===== config.mk =====
export PLATFORM = sky130hd
export DESIGN_NAME = inst_queue
export DESIGN_NICKNAME = d
export VERILOG_FILES = /design/src/rtl/inst_queue.sv
export SDC_FILE = /design/constraint.sdc
export NUM_CORES = 1
export LEC_CHECK = 0
export ABC_CLOCK_PERIOD_IN_PS = 12300
export CAP_MARGIN = 20
export CORE_UTILIZATION = 35
export CTS_BUF_LIST = sky130_fd_sc_hd__clkbuf_4
export DETAILED_ROUTE_END_ITERATION = 8
export GPL_TIMING_DRIVEN = 1
export PLACE_DENSITY = 0.63
export RECOVER_POWER = 25
export SLEW_MARGIN = 25
export SYNTH_ARGS = -nofsm -noshare
export SYNTH_HDL_FRONTEND = slang
export SYNTH_SLANG_ARGS = --single-unit

===== constraint.sdc =====
create_clock -name clock -period 12.3 [get_ports clock]
set_clock_uncertainty 0.05 [all_clocks]
set_input_delay 2.46 -clock clock [delete_from_list [all_inputs] [get_ports clock]]
set_output_delay 2.46 -clock clock [all_outputs]
set_load 0.05 [all_outputs]

===== src/rtl/inst_queue.sv =====
// inst_queue: fetch-to-decode FIFO with flush and a fence.i prefetch hold.
module inst_queue #(
    parameter int          DEPTH        = 4,
    parameter int          PTR_BITS     = 2,
    parameter logic [31:0] FENCE_I_INST = 32'h0000100F
) (
    input  logic                clock,
    input  logic                reset,
    input  logic                flush,
    input  logic                in_valid,
    output logic                in_ready,
    input  logic [31:0]         in_pc,
    input  logic [31:0]         in_inst,
    input  logic [63:0]         in_num,
    output logic                out_valid,
    input  logic                out_ready,
    output logic [31:0]         out_pc,
    output logic [31:0]         out_inst,
    output logic [63:0]         out_num,
    output logic [PTR_BITS:0]   count,
    output logic                fence_i_done,
    output logic [31:0]         drop_count
);
    typedef enum logic {RUN, HOLD} state_t;
    state_t state, state_next;
    logic [PTR_BITS-1:0] head, tail;
    logic [31:0] pc_mem [DEPTH];
    logic [31:0] inst_mem [DEPTH];
    logic [63:0] num_mem [DEPTH];
    logic enq, deq, fence_enq, fence_deq;

    always_comb begin
        out_valid  = (count != '0) && !flush;
        in_ready   = (count < (PTR_BITS+1)'(DEPTH)) && (state == RUN) && !flush;
        out_pc     = pc_mem[head];
        out_inst   = inst_mem[head];
        out_num    = num_mem[head];
        enq        = in_valid && in_ready;
        deq        = out_valid && out_ready;
        fence_enq  = enq && (in_inst == FENCE_I_INST);
        fence_deq  = deq && (out_inst == FENCE_I_INST);
        state_next = flush ? RUN :
                     (state == RUN && fence_enq) ? HOLD :
                     (state == HOLD && fence_deq) ? RUN : state;
    end

    always_ff @(posedge clock) begin
        if (enq) begin
            pc_mem[tail]   <= in_pc;
            inst_mem[tail] <= in_inst;
            num_mem[tail]  <= in_num;
        end
    end

    // Flush wins over any handshake; it is already masked out of enq/deq.
    always_ff @(posedge clock or posedge reset) begin
        if (reset) begin
            head         <= '0;
            tail         <= '0;
            count        <= '0;
            state        <= RUN;
            fence_i_done <= 1'b0;
            drop_count   <= '0;
        end else if (flush) begin
            head         <= '0;
            tail         <= '0;
            count        <= '0;
            state        <= RUN;
            fence_i_done <= 1'b0;
            drop_count   <= drop_count + 32'(count);
        end else begin
            head         <= head + PTR_BITS'(deq);
            tail         <= tail + PTR_BITS'(enq);
            count        <= count + (PTR_BITS+1)'(enq) - (PTR_BITS+1)'(deq);
            state        <= state_next;
            fence_i_done <= fence_deq;
        end
    end
endmodule


==> results of run 1 <==
-- cells by family (layout without fill, tap and decap cells) --
logic type	after synthesis	count (layout)	synth area share
AO/OA/AOI/OAI	5	5	0.00165
adder cells (fa/ha/maj)	9	9	0.00623
other	0	6	0
multiplexers	130	130	0.142
AND/OR/NAND/NOR	96	96	0.0268
XOR/XNOR	34	34	0.0145
buffers and inverters	40	573	0.00812
flip-flops	553	553	0.801
-- sequential cells by signal, indices dropped and copies added, names as in the netlist --
name          cells
drop_count       32
inst_mem        128
tail              2
head              2
num_mem         256
state             1
pc_mem          128
count             3
fence_i_done      1
-- through the flow --
step | hold slack, ns | instances | area [um^2] | util
5_1_grt | 0.451 | 2169 | 26300 | 0.455
2_1_floorplan | 0.431 | 867 | 20500 | -
6_report | 0.415 | 2171 | 26300 | 0.455
4_1_cts | 0.424 | 2165 | 26300 | 0.455
3_3_place_gp | 0.407 | 1911 | 24400 | 0.423
3_5_place_dp | 0.416 | 1911 | 24400 | 0.423
-- cell usage in the layout, fill, tap and decap left out, types with 3 or more instances in the layout --
| master | n |
|---|---|
| and3_1 | 7 |
| and4_1 | 4 |
| buf_4 | 7 |
| clkbuf_4 | 222 |
| clkdlybuf4s50_1 | 209 |
| clkinv_1 | 24 |
| dfrtp_1 | 39 |
| diode_2 | 6 |
| dlygate4sd3_1 | 89 |
| edfxtp_1 | 512 |
| ha_1 | 7 |
| inv_1 | 10 |
| mux4_2 | 127 |
| nand2_1 | 14 |
| nand3_1 | 8 |
| nand4_1 | 8 |
| nor2_1 | 11 |
| nor2b_1 | 4 |
| nor3_1 | 8 |
| nor4_1 | 16 |
| nor4b_1 | 3 |
| xnor2_1 | 17 |
| xor2_1 | 17 |
-- critical path: stages --
cell,delay (ns)
clkdlybuf4s50_1,0.73
nor3_1,0.36
clkdlybuf4s50_1,0.85
-- cell type report --
cell class,instances,share of cell area
Sequential cell,553,0.623
Timing Repair Buffer,309,0.118
Tap cell,765,0.0364
Inverter,10,0.00143
Clock buffer,222,0.0633
Multi-Input combinational cell,274,0.150
Antenna cell,6,0.000570
Clock inverter,32,0.00713
-- power breakdown --
group / leakage, nW / total, mW / internal [mW] / switching, mW
logic: 2.37 / 0.948 / 0.362 / 0.586
clock network: 1.11 / 1.57 / 0.860 / 0.714
registers: 5.19 / 2.19 / 2.14 / 0.0496
-- worst paths after layout --
check	slack (ns)	startpoint	end
max	5.40	flush	in_ready
min	0.42	drop_count[31]$_DFFE_PP0P_	drop_count[31]$_DFFE_PP0P_
max reg2reg	8.47	head[0]$_DFF_PP0_	state$_DFFE_PP0P_
min reg2reg	0.42	drop_count[31]$_DFFE_PP0P_	drop_count[31]$_DFFE_PP0P_
max in group asynchronous	9.85	reset	head[1]$_DFF_PP0_
min in group asynchronous	1.93	reset	drop_count[1]$_DFFE_PP0P_
-- layer usage --
metal,up-vias,routed length [um]
li1,4624,-
met3,99,3920
met4,8,1170
met2,359,21300
met5,-,42
met1,5333,17000
==> impl_results.md, run 1 <==
* Status: finished clean
* PortBufs at approximately 300
* GR Util met1 at 0.175
* Die ar. at 59500 um^2
* Final setup TNS at 0 ns
* Fillers at 4957
* Worst R2R Path Depth at 6
* # nets final at 1437
* DIE WIDTH at 244 um
* Final WS setup at between 5 and 6 ns
* Top FF cell, synth: edfxtp_1
* Pin count of the biggest net entering global routing at around 130
* Critical Path End Type: output pin
* IO Pins at 299
* M3 GR Usage at 0.0669
* Vias/cell at 4.80
* Startpoint Class: input port
* TritonCTS clock tree: built
* Multi-input gate area at 3960 um^2
* Total number of vias at 10423
* Drt wl/cell at 20.0 um
* Core area at 57800 um^2
* GR peak layer: met2
* Final hold vios at 0
* Clock Latency Late Sink at 0.91 ns
* Sequential-to-total area share from yosys stat at 0.801
* Yosys cell types at 36
* Arrival @ worst endpoint at 4.39 ns
* Clk buf depth at 3
* Post_cts resized at 0
* Ys async rst share at 0.0741
* Global-route wire length before repair at around 66 mm
* Most instantiated library cell after synthesis: edfxtp_1
* Number of DRC markers in iteration 0 at 413
* Worst vdd ir at 0.0000983 V
* DRT antenna net count at 0
* Area grow syn2layout at 28.5%
* CTS root buf: clkbuf_4
* CTS clock-pin slew for the worst setup and hold paths at 0.06 ns
* Synth top cells by count: edfxtp_1, mux4_2, dfrtp_1, xnor2_1, xor2_1
* Fin crit period at 6.90 ns
* Site Rows at 88
* Vias in the first global route at 11280
* Worst min-delay path class: reg -> reg
* Critical path peak fanout at 17
* Total of max-cap violations at 0
* Seq cells post-synth at 553
* Syn_area_per_cell at approximately 24 um^2
* RSZ-0062 raised after global routing: no
* Sink Count at 553
* HPWL after DPL at 24.7 mm
* Die span in y at between 200 and 250 um
* Leak Pwr at 8.67 nW
* Setup violators final at 0
* YS warnings at 0
* DRC viols at 0
* Dpl ws at 5.39 ns
* Gp weighted congestion at 0.744
* Total power at 4.71 mW
* Highest clock rate at about 140 MHz
* Initial Util at 0.354
* Synthesized net count at 1009
* Top cells by area, synth: edfxtp_1, mux4_2, dfrtp_1, xnor2_1, xor2_1
* Synth area leader: edfxtp_1
* TritonRoute pass-1 iters at 4
* Post-CTS Setup Repair Bufs at 0
* Sequential cell area at 16400 um^2
* Cells after Synth at 867
* Share of cells above drive strength 1 at 0.269
* Pwr dens at 179 nW/um^2
* Crit Path Category: in -> out
* Met2 GRT Util at 0.236
* Slew HR at 0.346
* Number of flops mapped to enable cells by yosys at 512
* Top cell type's share of synthesized area at 0.751
* TritonCTS Buffers at 147
* Gr ovfl total at 0
* Hold Path Stages at 1
* Pins Over Slew Limit at 0
* Critical Path RT at around 9.8 ns
* CTS H-tree depth at 4
* Worst slew pin tran at 0.982 ns
* Area of the mapped netlist at 20500 um^2
* Initial antenna violation count at 11
* Final worst-path cycle share at 0.561
* # hold bufs at CTS at 0
* GRT Overall Usage at 0.150
* Post-Route WL at 43.4 mm
(Power assumes the default switching activity.)
==> inputs of run 2 (changes only) <==
--- a/config.mk
+++ b/config.mk
@@ -5,13 +5,13 @@
 export SDC_FILE = /design/constraint.sdc
 export NUM_CORES = 1
 export LEC_CHECK = 0
-export ABC_CLOCK_PERIOD_IN_PS = 12300
+export ABC_CLOCK_PERIOD_IN_PS = 5730
 export CAP_MARGIN = 20
 export CORE_UTILIZATION = 35
 export CTS_BUF_LIST = sky130_fd_sc_hd__clkbuf_4
 export DETAILED_ROUTE_END_ITERATION = 8
 export GPL_TIMING_DRIVEN = 1
-export PLACE_DENSITY = 0.63
+export PLACE_DENSITY = 0.65
 export RECOVER_POWER = 25
 export SLEW_MARGIN = 25
 export SYNTH_ARGS = -nofsm -noshare
==> constraint.sdc (replaced) <==
create_clock -name clock -period 5.73 [get_ports clock]
set_clock_uncertainty 0.05 [all_clocks]
set_input_delay 1.146 -clock clock [delete_from_list [all_inputs] [get_ports clock]]
set_output_delay 1.146 -clock clock [all_outputs]
set_load 0.05 [all_outputs]
==> run 2 against run 1 <==
  * First-iteration DRC count up 9.4%
  * Critical path depth up 1
  * Global-route usage about the same
  * Clock power up 120%
  * Non-clock buffer count up 8
  * Setup slack worse by 4.3 ns
  * Wire length up 0.24%
  * Final cell count about the same
  * Critical path type is now reg -> out
  * Critical endpoint is now out_num[1]
  * Largest power group unchanged
  * Highest routed layer unchanged
==> impl_results.md, run 2 (synthesis gave the netlist of run 1 again) <==
* Status: finished clean
* HPWL after DPL at 25.4 mm
* Clk pwr share at 0.334
* Final worst-path cycle share at 0.817
* Startpoint Class: register
* Global-route wire length before repair at 65.9 mm
* IO Pins at 299
* GR Util met1 at 0.175
* Psw at 2.91 mW
* Min-Delay Startpoint: drop_count[31]$_DFFE_PP0P_
* Hold Path Stages at 1
* # nets final at 1444
* GR peak layer: met2
* M3 GR Usage at 0.0727
* Total number of vias at roughly 10000
* Final hold vios at 0
* Worst vdd ir at 0.000289 V
* Clk buf depth at 3
* Logic pwr share at 0.206
* DRT antenna net count at 0
* GRT Overall Usage at 0.150
* Core area at 57800 um^2
* Final setup TNS at 0 ns
* Placed cell count at 1918
* CTS root buf: clkbuf_4
* Vias/cell at 4.83
* Leak Pwr at 8.73 nW
* TritonCTS clock tree: built
* Fin crit period at 4.68 ns
* Number of DRC markers in iteration 0 at 452
* Clock Latency Late Sink at about 0.9 ns
* Layout Cells excl Fill at about 2200
* Gp weighted congestion at 0.770
* Top Registers: num_mem x256, inst_mem x128, pc_mem x128
* Sw frac at 0.286
* Arrival @ worst endpoint at 3.49 ns
* Met2 GRT Util at 0.234
* Worst R2R Path Depth at 6
* CTS H-tree depth at 4
* Die span in y at 244 um
* CTS clock-pin slew for the worst setup and hold paths at around 0.060 ns
* Critical Path End Type: output pin
* Post_cts resized at 0
* TritonRoute pass-1 iters at 4
* Slew HR at 0.374
* Share of cells above drive strength 1 at 0.271
* Die ar. at 59500 um^2
* Commonest non-fill, non-tap cell in the layout: edfxtp_1
* PortBufs at 298
* R2r setup slk at 2.27 ns
* Initial antenna violation count at 12
* Sequential fraction of design power at 0.460
* Pint at slightly above 7 mW
* Drt wl/cell at 20.1 um
* RSZ-0062 raised after global routing: no
* Worst reg2reg path endpoint: state$_DFFE_PP0P_
* Worst min-delay path class: reg -> reg
* Sink Count at 553
* Most frequent cells in the layout: edfxtp_1, clkbuf_4, clkdlybuf4s50_1
* Most flops, register: num_mem
* Fin area at 26500 um^2
* Site Rows at 88
* DIE WIDTH at 244 um
* Crit Path Category: reg -> out
* TritonCTS Buffers at 146
* Critical path peak fanout at 29
* Area grow syn2layout at 29.3%
* Total of max-cap violations at 0
* Highest clock rate at 214 MHz
* Pins Over Slew Limit at 0
* Hold endpoint: drop_count[31]$_DFFE_PP0P_
* Post-CTS Setup Repair Bufs at 0
* Gr ovfl total at 0
* Pin count of the biggest net entering global routing at 129
* Vias in the first global route at around 11000
* # hold bufs at CTS at 0
* CP Launch Point: head[0]$_DFF_PP0_
* Critical Path RT at 4.53 ns
* Pwr dens at 384 nW/um^2
* DRC viols at 0
* Max reg flops at about 260
* Setup violators final at 0
* RR Startpoint: head[1]$_DFF_PP0_
* Placed Area at 24600 um^2
* Initial Util at 0.354
* Post-Route WL at ~44 mm
* Worst slew pin tran at about 0.93 ns
* Total power at 10.2 mW
-- run 2: critical path, stage by stage (launching register included) --
cell and delay [ns]:
dfrtp_4 0.66, buf_16 0.29, buf_12 0.27, mux4_2 0.54, clkdlybuf4s50_1 0.75
-- run 2: how the worst max path moves through the flow --
| stage | end | cells after the start | slack [ns] |
|---|---|---|---|
| 2_1_floorplan | inst_mem[2][0]$_DFFE_PP_ | 4 | -0.03 |
| 3_3_place_gp | in_ready | 3 | 1.46 |
| 3_5_place_dp | in_ready | 3 | 1.47 |
| 4_1_cts | out_pc[22] | 3 | 0.56 |
| 5_1_grt | out_num[1] | 4 | 0.79 |
| 6_report | out_num[1] | 4 | 1.05 |
-- run 2: area by class of cell --
type	count	area, um^2
Fill cell	4892	31300
Sequential cell	553	16400
Multi-Input combinational cell	274	3970
Timing Repair Buffer	317	3260
Clock buffer	212	1590
Tap cell	765	957
Clock inverter	34	245
Inverter	10	37.5
Antenna cell	4	10.0
-- run 2: stage by stage --
| step | hold WS, ns | setup slack, ns | util |
|---|---|---|---|
| after global routing | 0.430 | 0.791 | 0.458 |
| after CTS | 0.425 | 0.558 | 0.457 |
| final | 0.417 | 1.05 | 0.458 |
| after global placement | 0.411 | 1.46 | 0.426 |
| after floorplan | 0.490 | -0.0275 | - |
| after detailed placement | 0.415 | 1.47 | 0.426 |
-- run 2: power groups by stage --
stage               Combinational (mW)  Clock, mW  Sequential [mW]
floorplan                         1.30          0             4.84
global placement                  2.08          0             4.78
detailed placement                2.09          0             4.79
CTS                               2.10       3.54             4.71
global route                      2.20       3.73             4.69
finish                            2.09       3.40             4.67
-- run 2: metal layers --
metal | routed length, um | vias up
met3 | 3840 | 96
li1 | - | 4626
met2 | 20800 | 353
met1 | 17700 | 5383
met5 | 116 | -
met4 | 1020 | 16
